<file path="src/rtl/ram_1w_1rs_port_ctrl.sv">
// Two-requester access controller for a 1-write / 1-synchronous-read RAM.
// Round-robin arbitration of two writers onto the RAM write port and two
// readers onto the RAM read port. The RAM output register doubles as the
// single response slot: a stalled response is held by keeping ram_rd_en low.
//
// Ports:
//   clk, resetn                          clock, async active-low reset
//   wN_valid/ready/addr/data/mask        write requesters (N = 0,1)
//   rN_cmd_valid/ready/addr              read command streams
//   rN_rsp_valid/ready/data              read response streams
//   ram_wr_en/addr/data/mask             RAM write port
//   ram_rd_en/addr, ram_rd_data          RAM read port (1-cycle latency)
module ram_1w_1rs_port_ctrl #(
    parameter int unsigned ADDR_WIDTH      = 8,
    parameter int unsigned DATA_WIDTH      = 32,
    parameter int unsigned MASK_WIDTH      = 4,
    parameter bit          COLLISION_STALL = 1'b1
) (
    input  logic                  clk,
    input  logic                  resetn,

    input  logic                  w0_valid,
    output logic                  w0_ready,
    input  logic [ADDR_WIDTH-1:0] w0_addr,
    input  logic [DATA_WIDTH-1:0] w0_data,
    input  logic [MASK_WIDTH-1:0] w0_mask,

    input  logic                  w1_valid,
    output logic                  w1_ready,
    input  logic [ADDR_WIDTH-1:0] w1_addr,
    input  logic [DATA_WIDTH-1:0] w1_data,
    input  logic [MASK_WIDTH-1:0] w1_mask,

    input  logic                  r0_cmd_valid,
    output logic                  r0_cmd_ready,
    input  logic [ADDR_WIDTH-1:0] r0_cmd_addr,
    output logic                  r0_rsp_valid,
    input  logic                  r0_rsp_ready,
    output logic [DATA_WIDTH-1:0] r0_rsp_data,

    input  logic                  r1_cmd_valid,
    output logic                  r1_cmd_ready,
    input  logic [ADDR_WIDTH-1:0] r1_cmd_addr,
    output logic                  r1_rsp_valid,
    input  logic                  r1_rsp_ready,
    output logic [DATA_WIDTH-1:0] r1_rsp_data,

    output logic                  ram_wr_en,
    output logic [ADDR_WIDTH-1:0] ram_wr_addr,
    output logic [DATA_WIDTH-1:0] ram_wr_data,
    output logic [MASK_WIDTH-1:0] ram_wr_mask,
    output logic                  ram_rd_en,
    output logic [ADDR_WIDTH-1:0] ram_rd_addr,
    input  logic [DATA_WIDTH-1:0] ram_rd_data
);

    // Arbitration pointers and response-slot tracking
    logic wr_last_q, wr_last_d;
    logic rd_last_q, rd_last_d;
    logic slot_valid_q, slot_valid_d;
    logic slot_id_q, slot_id_d;

    logic                  wr_any;
    logic                  wr_gnt;
    logic [ADDR_WIDTH-1:0] wr_addr;
    logic                  rd_any;
    logic                  rd_cand;
    logic [ADDR_WIDTH-1:0] cand_addr;
    logic                  slot_rsp_ready;
    logic                  rsp_accept;
    logic                  slot_free;
    logic                  collide;
    logic                  issue;

    // Arbitration, issue decision and next-state
    always_comb begin
        wr_last_d    = wr_last_q;
        rd_last_d    = rd_last_q;
        slot_valid_d = slot_valid_q;
        slot_id_d    = slot_id_q;

        // Write side: sole requester wins, ties go to the port not served last
        wr_any  = w0_valid | w1_valid;
        wr_gnt  = (w0_valid & w1_valid) ? ~wr_last_q : w1_valid;
        wr_addr = wr_gnt ? w1_addr : w0_addr;

        ram_wr_en   = resetn & wr_any;
        ram_wr_addr = wr_addr;
        ram_wr_data = wr_gnt ? w1_data : w0_data;
        ram_wr_mask = wr_gnt ? w1_mask : w0_mask;
        w0_ready    = resetn & w0_valid & ~wr_gnt;
        w1_ready    = resetn & w1_valid & wr_gnt;

        if (wr_any) begin
            wr_last_d = wr_gnt;
        end

        // Read side: candidate chosen the same way as writes
        rd_any    = r0_cmd_valid | r1_cmd_valid;
        rd_cand   = (r0_cmd_valid & r1_cmd_valid) ? ~rd_last_q : r1_cmd_valid;
        cand_addr = rd_any ? (rd_cand ? r1_cmd_addr : r0_cmd_addr) : ADDR_WIDTH'(0);

        slot_rsp_ready = slot_id_q ? r1_rsp_ready : r0_rsp_ready;
        rsp_accept     = slot_valid_q & slot_rsp_ready;
        slot_free      = ~slot_valid_q | slot_rsp_ready;

        // A same-address write this cycle would race the read; retry next cycle
        collide = COLLISION_STALL & wr_any & (wr_addr == cand_addr);
        issue   = resetn & rd_any & slot_free & ~collide;

        ram_rd_en    = issue;
        ram_rd_addr  = cand_addr;
        r0_cmd_ready = issue & ~rd_cand;
        r1_cmd_ready = issue & rd_cand;

        r0_rsp_valid = resetn & slot_valid_q & ~slot_id_q;
        r1_rsp_valid = resetn & slot_valid_q & slot_id_q;
        r0_rsp_data  = ram_rd_data;
        r1_rsp_data  = ram_rd_data;

        if (issue) begin
            rd_last_d    = rd_cand;
            slot_valid_d = 1'b1;
            slot_id_d    = rd_cand;
        end else if (rsp_accept) begin
            slot_valid_d = 1'b0;
        end
    end

    // State registers; pointers reset so port 0 wins the first tie
    always_ff @(posedge clk or negedge resetn) begin
        if (!resetn) begin
            wr_last_q    <= 1'b1;
            rd_last_q    <= 1'b1;
            slot_valid_q <= 1'b0;
            slot_id_q    <= 1'b0;
        end else begin
            wr_last_q    <= wr_last_d;
            rd_last_q    <= rd_last_d;
            slot_valid_q <= slot_valid_d;
            slot_id_q    <= slot_id_d;
        end
    end

endmodule

</file>
<file path="config.mk">
export PLATFORM = sky130hd
export DESIGN_NAME = ram_1w_1rs_port_ctrl
export DESIGN_NICKNAME = d
export VERILOG_FILES = /design/src/rtl/ram_1w_1rs_port_ctrl.sv
export SDC_FILE = /design/constraint.sdc
export NUM_CORES = 1
export LEC_CHECK = 0
export ABC_AREA = 0
export CORE_AREA = 4 4 103 105
export CTS_BUF_LIST = sky130_fd_sc_hd__clkbuf_4
export DETAILED_ROUTE_END_ITERATION = 8
export DIE_AREA = 0 0 107 109
export PLACE_DENSITY = 0.67
export SLEW_MARGIN = 5
export SYNTH_ARGS = -nofsm -noshare
export SYNTH_HDL_FRONTEND = slang
export SYNTH_SLANG_ARGS = --single-unit
</file>
<file path="constraint.sdc">
create_clock -name clk -period 2.5 [get_ports clk]
set_input_delay 0.5 -clock clk [delete_from_list [all_inputs] [get_ports clk]]
set_output_delay 0.5 -clock clk [all_outputs]
set_load 0.01 [all_outputs]
</file>
==> results of run 1 <==
[worst paths after layout]
| kind | startpoint | to | slack [ps] | cells after the start |
|---|---|---|---|---|
| min in group clk | slot_valid_q | slot_valid_q | 540 | 2 |
| max | w0_valid | r1_cmd_ready | -480 | 10 |
| min reg2reg | slot_valid_q | slot_valid_q | 540 | 2 |
| max in group asynchronous | resetn | wr_last_q | 1640 | 2 |
| min | resetn | slot_valid_q | 460 | 1 |
| max reg2reg | wr_last_q | slot_id_q | -120 | 11 |
[cell families (layout without fill, tap and decap cells)]
| kind of cell | count (synthesis) | in the layout | synth area share, % |
|---|---|---|---|
| simple gates | 15 | 15 | 4.79 |
| compound gates | 19 | 19 | 10.2 |
| mux | 48 | 48 | 36.4 |
| flops | 4 | 4 | 6.78 |
| buf+inv | 83 | 211 | 37.8 |
| xor+xnor | 7 | 7 | 4.05 |
[sequential cells by signal (all words and copies together) (netlist names)]
register      flops
wr_last_q         1
rd_last_q         1
slot_valid_q      1
slot_id_q         1
[area by class of cell]
cell class / count / share of cell area [%]
Tap cell: 133 / 5.22
Timing Repair Buffer: 197 / 59.9
Inverter: 11 / 1.29
Sequential cell: 4 / 3.22
Multi-Input combinational cell: 89 / 29.7
Clock buffer: 3 / 0.706
[power groups by stage]
stage | sequential [mW] | clock [mW] | combinational [mW]
detailed placement | 0.113 | 0 | 0.778
global placement | 0.112 | 0 | 0.770
global route | 0.120 | 0.0925 | 0.861
CTS | 0.116 | 0.0865 | 0.791
finish | 0.116 | 0.0813 | 0.803
floorplan | 0.107 | 0 | 0.406
[per-stage QoR]
step | worst slack, ps | setup TNS [ps] | instance area (um^2) | power [mW] | hold WS, ps
6_report | -481 | -4150 | 3190 | 1.00 | 460
5_1_grt | -573 | -5660 | 3190 | 1.07 | 461
4_1_cts | -493 | -4360 | 3130 | 0.994 | 453
3_5_place_dp | -1310 | -35480 | 3030 | 0.891 | 539
3_3_place_gp | -1270 | -32930 | 3030 | 0.882 | 522
2_1_floorplan | -190 | -262 | 1530 | 0.513 | 204
[cell usage after synthesis]
cell type,n,area (um^2)
sky130_fd_sc_hd__nand2_1,5,18.8
sky130_fd_sc_hd__nand2b_1,2,12.5
sky130_fd_sc_hd__inv_1,10,37.5
sky130_fd_sc_hd__dfrtp_1,2,50.1
sky130_fd_sc_hd__buf_2,1,5.00
sky130_fd_sc_hd__o211ai_1,2,15.0
sky130_fd_sc_hd__dfstp_2,2,52.6
sky130_fd_sc_hd__o21ai_2,1,8.76
sky130_fd_sc_hd__a2111o_1,1,11.3
sky130_fd_sc_hd__a21oi_1,2,10.0
sky130_fd_sc_hd__buf_4,65,488
sky130_fd_sc_hd__mux2_2,43,484
sky130_fd_sc_hd__and3_1,1,6.26
sky130_fd_sc_hd__mux2_1,1,11.3
sky130_fd_sc_hd__o21a_1,1,7.51
sky130_fd_sc_hd__inv_2,1,3.75
sky130_fd_sc_hd__buf_6,2,22.5
sky130_fd_sc_hd__or4_1,1,7.51
sky130_fd_sc_hd__xnor2_1,7,61.3
sky130_fd_sc_hd__mux2_4,3,45.0
sky130_fd_sc_hd__o21ai_0,2,10.0
sky130_fd_sc_hd__a21boi_2,2,22.5
sky130_fd_sc_hd__nor2_1,4,15.0
sky130_fd_sc_hd__and2_1,2,12.5
sky130_fd_sc_hd__mux2i_1,1,10.0
sky130_fd_sc_hd__a32oi_1,8,70.1
sky130_fd_sc_hd__clkbuf_1,4,15.0
[timing repair]
item / CTS / global route
pin swaps: 6 / 3
buffers inserted: 2 / 3
resized for setup: 68 / 8
gates cloned: 0 / 0
setup endpoints to repair: 60 / 38
[per-layer routing]
metal / global-route usage [%] / vias up / wire [um]
met1: 12.8 / 760 / 2740
li1: - / 795 / -
met3: 5.57 / 22 / 930
met5: 0 / - / 0
met4: 3.20 / 0 / 141
met2: 19.2 / 117 / 3440
==> metrics.md, run 1 <==
| Metric | Value |
|---|---|
| Outcome | complete, but fails checks |
| Violations in the final reports | negative setup slack |
| Share of final-layout standard cells stronger than drive strength 1 | 31.9% |
| Cell chosen for the clock root | sky130_fd_sc_hd__clkbuf_4 |
| TritonCTS sink count | 4 |
| Clock tree from TritonCTS | done |
| Number of distinct library cells after synthesis | 27 |
| Core Box Area | 9640 um^2 |
| Max-slew headroom | 78.8% |
| Buffer levels on the longest clock path | 2 |
| Top fanout value on the critical path | 7 |
| Number of antenna violations at the first check in global routing | 0 |
| Final hold violation count | 0 |
| Number of buffers inserted during clock tree synthesis | 3 |
| Sequential share of the synthesized area | 6.78% |
| Number of cells in the design after placement | 429 |
| Placer Congestion | 0.806 |
| Static leakage power | 1.33 nW |
| Worst hold-check path type | in -> async |
| Via count | 1694 |
| Leftover overflow at the end of global routing | 0 |
| Area of all sequential standard cells | 103 um^2 |
| DRC errors left | 0 |
| Maximum ir drop on the vdd rail | 94.8 uV |
| Highest-count cells in the layout ignoring fill and taps | 136 x sky130_fd_sc_hd__clkdlybuf4s50_1, 38 x sky130_fd_sc_hd__mux2_2, 28 x sky130_fd_sc_hd__dlygate4sd2_1 |
| Launching element type of the critical path | primary input |
| Switching share of power | 34.3% |
| Flop and latch count out of synthesis | 4 |
| CP peak stage delay | 510 ps |
| Fin crit share | 119% |
| Commonest non-fill, non-tap cell in the layout | sky130_fd_sc_hd__clkdlybuf4s50_1 |
| Via count of the first global-routing pass | 1774 |
| CP max-delay cell | sky130_fd_sc_hd__or4_4 |
| Hold Buf Count CTS | 0 |
| Global-route wire length before repair | 10200 um |
| Worst Path Arrival | 2480 ps |
| Worst setup path class | in -> out |
| Switching pwr | 0.343 mW |
| Internal Power | 0.658 mW |
| Pwr per Cell Area | 314 nW/um^2 |
| Final antenna-violating net count | 0 |
| Width of the die | 107 um |
| Layout filler cell count | 1036 |
| Period minus WS final | 2980 ps |
| Post-route core utilization | 33.1% |
| Worst Skew | 0.465 ps |
| Per-cell routed wire length | 16.6 um |
| Sum of buffers and inverters on the critical path | 4 |
| Comb power frac | 80.2% |
| Vertical die dimension | 109 um |
| Nets in the synthesized netlist | 320 |
| Clock network fraction of total power | 8.1% |
| Area of combinational cells with multiple inputs | 947 um^2 |
| RSZ-0062 raised after global routing | true |
| Min setup slack post-route | -481 ps |
| Die ar. | 11700 um^2 |
| Dpl hpwl | 6380 um |
| Port buffer count | 171 |
| IO Pins | 268 |
| Mapped Avg Cell Area | 8.60 um^2 |
| Vias per cell | 3.88 |
| Max-slew violations | 0 |
| Level count of the clock H-tree | 1 |
| Clock latency of the later-clocked register in the worst-skew pair | 240 ps |
| Number of synthesis warnings | 0 |
| Initial core utilization | 15.7% |
| Crit-path leading delay family | simple AND/OR/NAND/NOR gates |
| Critical Path RT | 2000 ps |
| Synth-to-layout area growth | 111% |
| Clock input transition at the sequential cells of the worst setup and hold paths | 40 ps |
| Number of setup violations in the final report | 22 |
| Net count of the finished layout | 450 |
| Cell chain of the critical path | clkdlybuf4s15_2 > a21boi_4 > buf_12 > mux2_2 > xnor2_1 > or4_4 > o21ai_2 > inv_2 > and2_4 > buf_6 |
| Seq pwr share | 11.6% |
| Combined global-route utilization of all metal layers | 11.4% |
| Max Freq | 335 MHz |
| TritonRoute pass-1 iters | 4 |
| Wirelength, routed | 7250 um |
| Post-Syn Instances | 176 |
| Count of routing violations after the opening detailed-route iteration | 39 |
| Endpoint type of the worst setup path | output pin |
| Maximum number of pins on one net before global-route repair | 21 |
| Final Instance Count excl. Fillers | 437 |
| Post-synthesis instance area | 1510 um^2 |
| Row Count | 36 |
| Antenna diode instance count | 0 |
| Slew @ Worst Pin | 318 ps |
| Number of max-capacitance violations reported | 0 |
Power figures use the tool's default switching activity.
==> run 2, diff against run 1 <==
--- a/config.mk
+++ b/config.mk
@@ -6,10 +6,10 @@
 export NUM_CORES = 1
 export LEC_CHECK = 0
 export ABC_AREA = 0
-export CORE_AREA = 4 4 103 105
+export CORE_AREA = 4 4 101 103
 export CTS_BUF_LIST = sky130_fd_sc_hd__clkbuf_4
 export DETAILED_ROUTE_END_ITERATION = 8
-export DIE_AREA = 0 0 107 109
+export DIE_AREA = 0 0 105 107
 export PLACE_DENSITY = 0.67
 export SLEW_MARGIN = 5
 export SYNTH_ARGS = -nofsm -noshare
==> constraint.sdc (replaced) <==
create_clock -name clk -period 2.75 [get_ports clk]
set_input_delay 0.55 -clock clk [delete_from_list [all_inputs] [get_ports clk]]
set_output_delay 0.55 -clock clk [all_outputs]
set_load 0.01 [all_outputs]
==> run 2 against run 1 <==
  * The flow still finishes with violations (negative setup slack)
  * Count of clock-buffer cells in the layout is the same
  * Clock power down 9.0%
  * Final cell count decreased by 4.1%
  * Sequential power fell by 12%
  * Register-to-register slack gained 100 ps
  * Flip-flop and latch count is the same
  * Combinational power is 5.2% lower
==> metrics.md, run 2 (synthesis results as in run 1) <==
| Metric | Value |
|---|---|
| Worst Skew | 7.49 ps |
| Cell chain of the critical path | buf_6 > a21boi_4 > buf_6 > mux2_4 > xnor2_1 > or4_4 > o21ai_4 > inv_2 > and2_4 > buf_6 |
| Net count of the finished layout | 454 |
| Width of the die | 105 um |
| Worst setup path class | in -> out |
| Max-slew violations | 0 |
| Hold Worst Slack | 532 ps |
| Total design power | 0.936 mW |
| Antenna diode instance count | 0 |
| Summed area of non-filler cells in the final layout | 3270 um^2 |
| Violations in the final reports | negative setup slack |
| Final antenna-violating net count | 0 |
| Cell chosen for the clock root | sky130_fd_sc_hd__clkbuf_4 |
| Worst hold-check path type | reg -> reg |
| Synth-to-layout area growth | 116% |
| Period minus WS final | 3090 ps |
| Launching element type of the critical path | primary input |
| Row Count | 35 |
| Via count | 1680 |
| Worst path most repeated cell | sky130_fd_sc_hd__buf_6 |
| Hold Buf Count CTS | 0 |
| Dpl hpwl | 6430 um |
| Port buffer count | 171 |
| Number of max-capacitance violations reported | 0 |
| Layout filler cell count | 944 |
| Min setup slack post-route | -335 ps |
| Endpoint type of the worst setup path | output pin |
| Highest-count cells in the layout ignoring fill and taps | 151 x sky130_fd_sc_hd__clkdlybuf4s50_1, 38 x sky130_fd_sc_hd__mux2_2, 22 x sky130_fd_sc_hd__buf_4 |
| Core Box Area | 9200 um^2 |
| Slew @ Worst Pin | 285 ps |
| Number of setup violations in the final report | 5 |
| RSZ-0062 raised after global routing | true |
| Combined global-route utilization of all metal layers | 12.5% |
| TritonCTS sink count | 4 |
| Worst Path Arrival | 2540 ps |
| Pwr per Cell Area | 286 nW/um^2 |
| Number of cells in the design after placement | 407 |
| Global-route wire length before repair | 10900 um |
| Via count of the first global-routing pass | 1944 |
| TritonRoute pass-1 iters | 4 |
| Clock latency of the later-clocked register in the worst-skew pair | 240 ps |
| Number of antenna violations at the first check in global routing | 1 |
| Crit-path leading delay family | simple AND/OR/NAND/NOR gates |
| Sum of buffers and inverters on the critical path | 4 |
| Max Freq | 324 MHz |
| Clock input transition at the sequential cells of the worst setup and hold paths | 30 ps |
| CP peak stage delay | 550 ps |
| Outcome | complete, but fails checks |
| Clock tree from TritonCTS | done |
| Buffer levels on the longest clock path | 2 |
| Commonest non-fill, non-tap cell in the layout | sky130_fd_sc_hd__clkdlybuf4s50_1 |
| Maximum number of pins on one net before global-route repair | 31 |
| Count of routing violations after the opening detailed-route iteration | 31 |
| IO Pins | 268 |
| Final hold violation count | 0 |
| Leftover overflow at the end of global routing | 0 |
| Vias per cell | 4.01 |
| Post-detailed-placement cell area | 3010 um^2 |
| Initial core utilization | 16.5% |
| Per-cell routed wire length | 17.7 um |
| Placer Congestion | 0.742 |
| Top fanout value on the critical path | 4 |
| Critical Path RT | 2200 ps |
| DRC errors left | 0 |
| Static leakage power | 1.39 nW |
| Vertical die dimension | 107 um |
| Max-slew headroom | 81.0% |
| Die ar. | 11200 um^2 |
| Share of final-layout standard cells stronger than drive strength 1 | 34.1% |
| Level count of the clock H-tree | 1 |
| Setup WS pre-CTS | -1170 ps |
| Final Instance Count excl. Fillers | 419 |
| Number of buffers inserted during clock tree synthesis | 3 |
| Maximum ir drop on the vdd rail | 113 uV |
| CP max-delay cell | sky130_fd_sc_hd__or4_4 |
| Wirelength, routed | 7430 um |
| Fin crit share | 112% |
run 2: path summary, 6_finish.rpt:
| path | from | depth (start not counted) | endpoint | slack, ps |
|---|---|---|---|---|
| worst min-delay path | slot_valid_q | 2 | slot_valid_q | 530 |
| min in group asynchronous | resetn | 2 | slot_id_q | 650 |
| worst max-delay path | w0_valid | 10 | r1_cmd_ready | -340 |
| max in group asynchronous | resetn | 2 | wr_last_q | 1880 |
| worst max register to register | wr_last_q | 11 | slot_id_q | -20 |
| worst min register to register | slot_valid_q | 2 | slot_valid_q | 530 |
run 2: worst register-to-register path, cell delays in order, from the launching register on:
cell and delay [ps]:
sky130_fd_sc_hd__dfstp_2 540, sky130_fd_sc_hd__a21boi_4 80, sky130_fd_sc_hd__buf_6 130, sky130_fd_sc_hd__mux2_4 300, sky130_fd_sc_hd__xnor2_1 130, sky130_fd_sc_hd__or4_4 550
sky130_fd_sc_hd__o21ai_4 210, sky130_fd_sc_hd__inv_2 60, sky130_fd_sc_hd__buf_6 110, sky130_fd_sc_hd__buf_4 120, sky130_fd_sc_hd__buf_4 130, sky130_fd_sc_hd__mux2_4 290
run 2: area by class of cell:
type	instances	area (um^2)	share of cell area [%]
well taps	111	139	4.25
repair buffers	201	1990	60.9
flip-flops and latches	4	103	3.14
clock buffers	3	22.5	0.689
multi-input cells	89	975	29.8
inverters	11	41.3	1.26
run 2: metal layers:
layer	vias to the layer above	routed length [um]	track usage [%]
met3	15	872	6.38
li1	804	-	-
met5	-	8	0
met1	751	2790	13.9
met4	2	73	2.16
met2	108	3680	21.6
run 2: stage by stage:
stage / util (%) / setup TNS (ps)
floorplan: - / -39.7
global placement: 32.7 / -24500
detailed placement: 32.7 / -25810
CTS: 34.4 / -1270
global route: 35.6 / -1420
finish: 35.6 / -1060
run 2: what timing repair did:
action / CTS / global route
pin swaps: 9 / 6
endpoints found under the setup margin: 57 / 38
setup buffers: 6 / 4
gates resized for setup: 53 / 20
cloned: 0 / 0
run 2: where the power goes:
group	switching (mW)	total, mW	internal (mW)	leakage [nW]
Combinational	0.266	0.761	0.494	1.33
Clock	0.0251	0.0740	0.0489	0.0138
Sequential	0.0194	0.102	0.0822	0.0451
Total	0.311	0.936	0.626	1.39
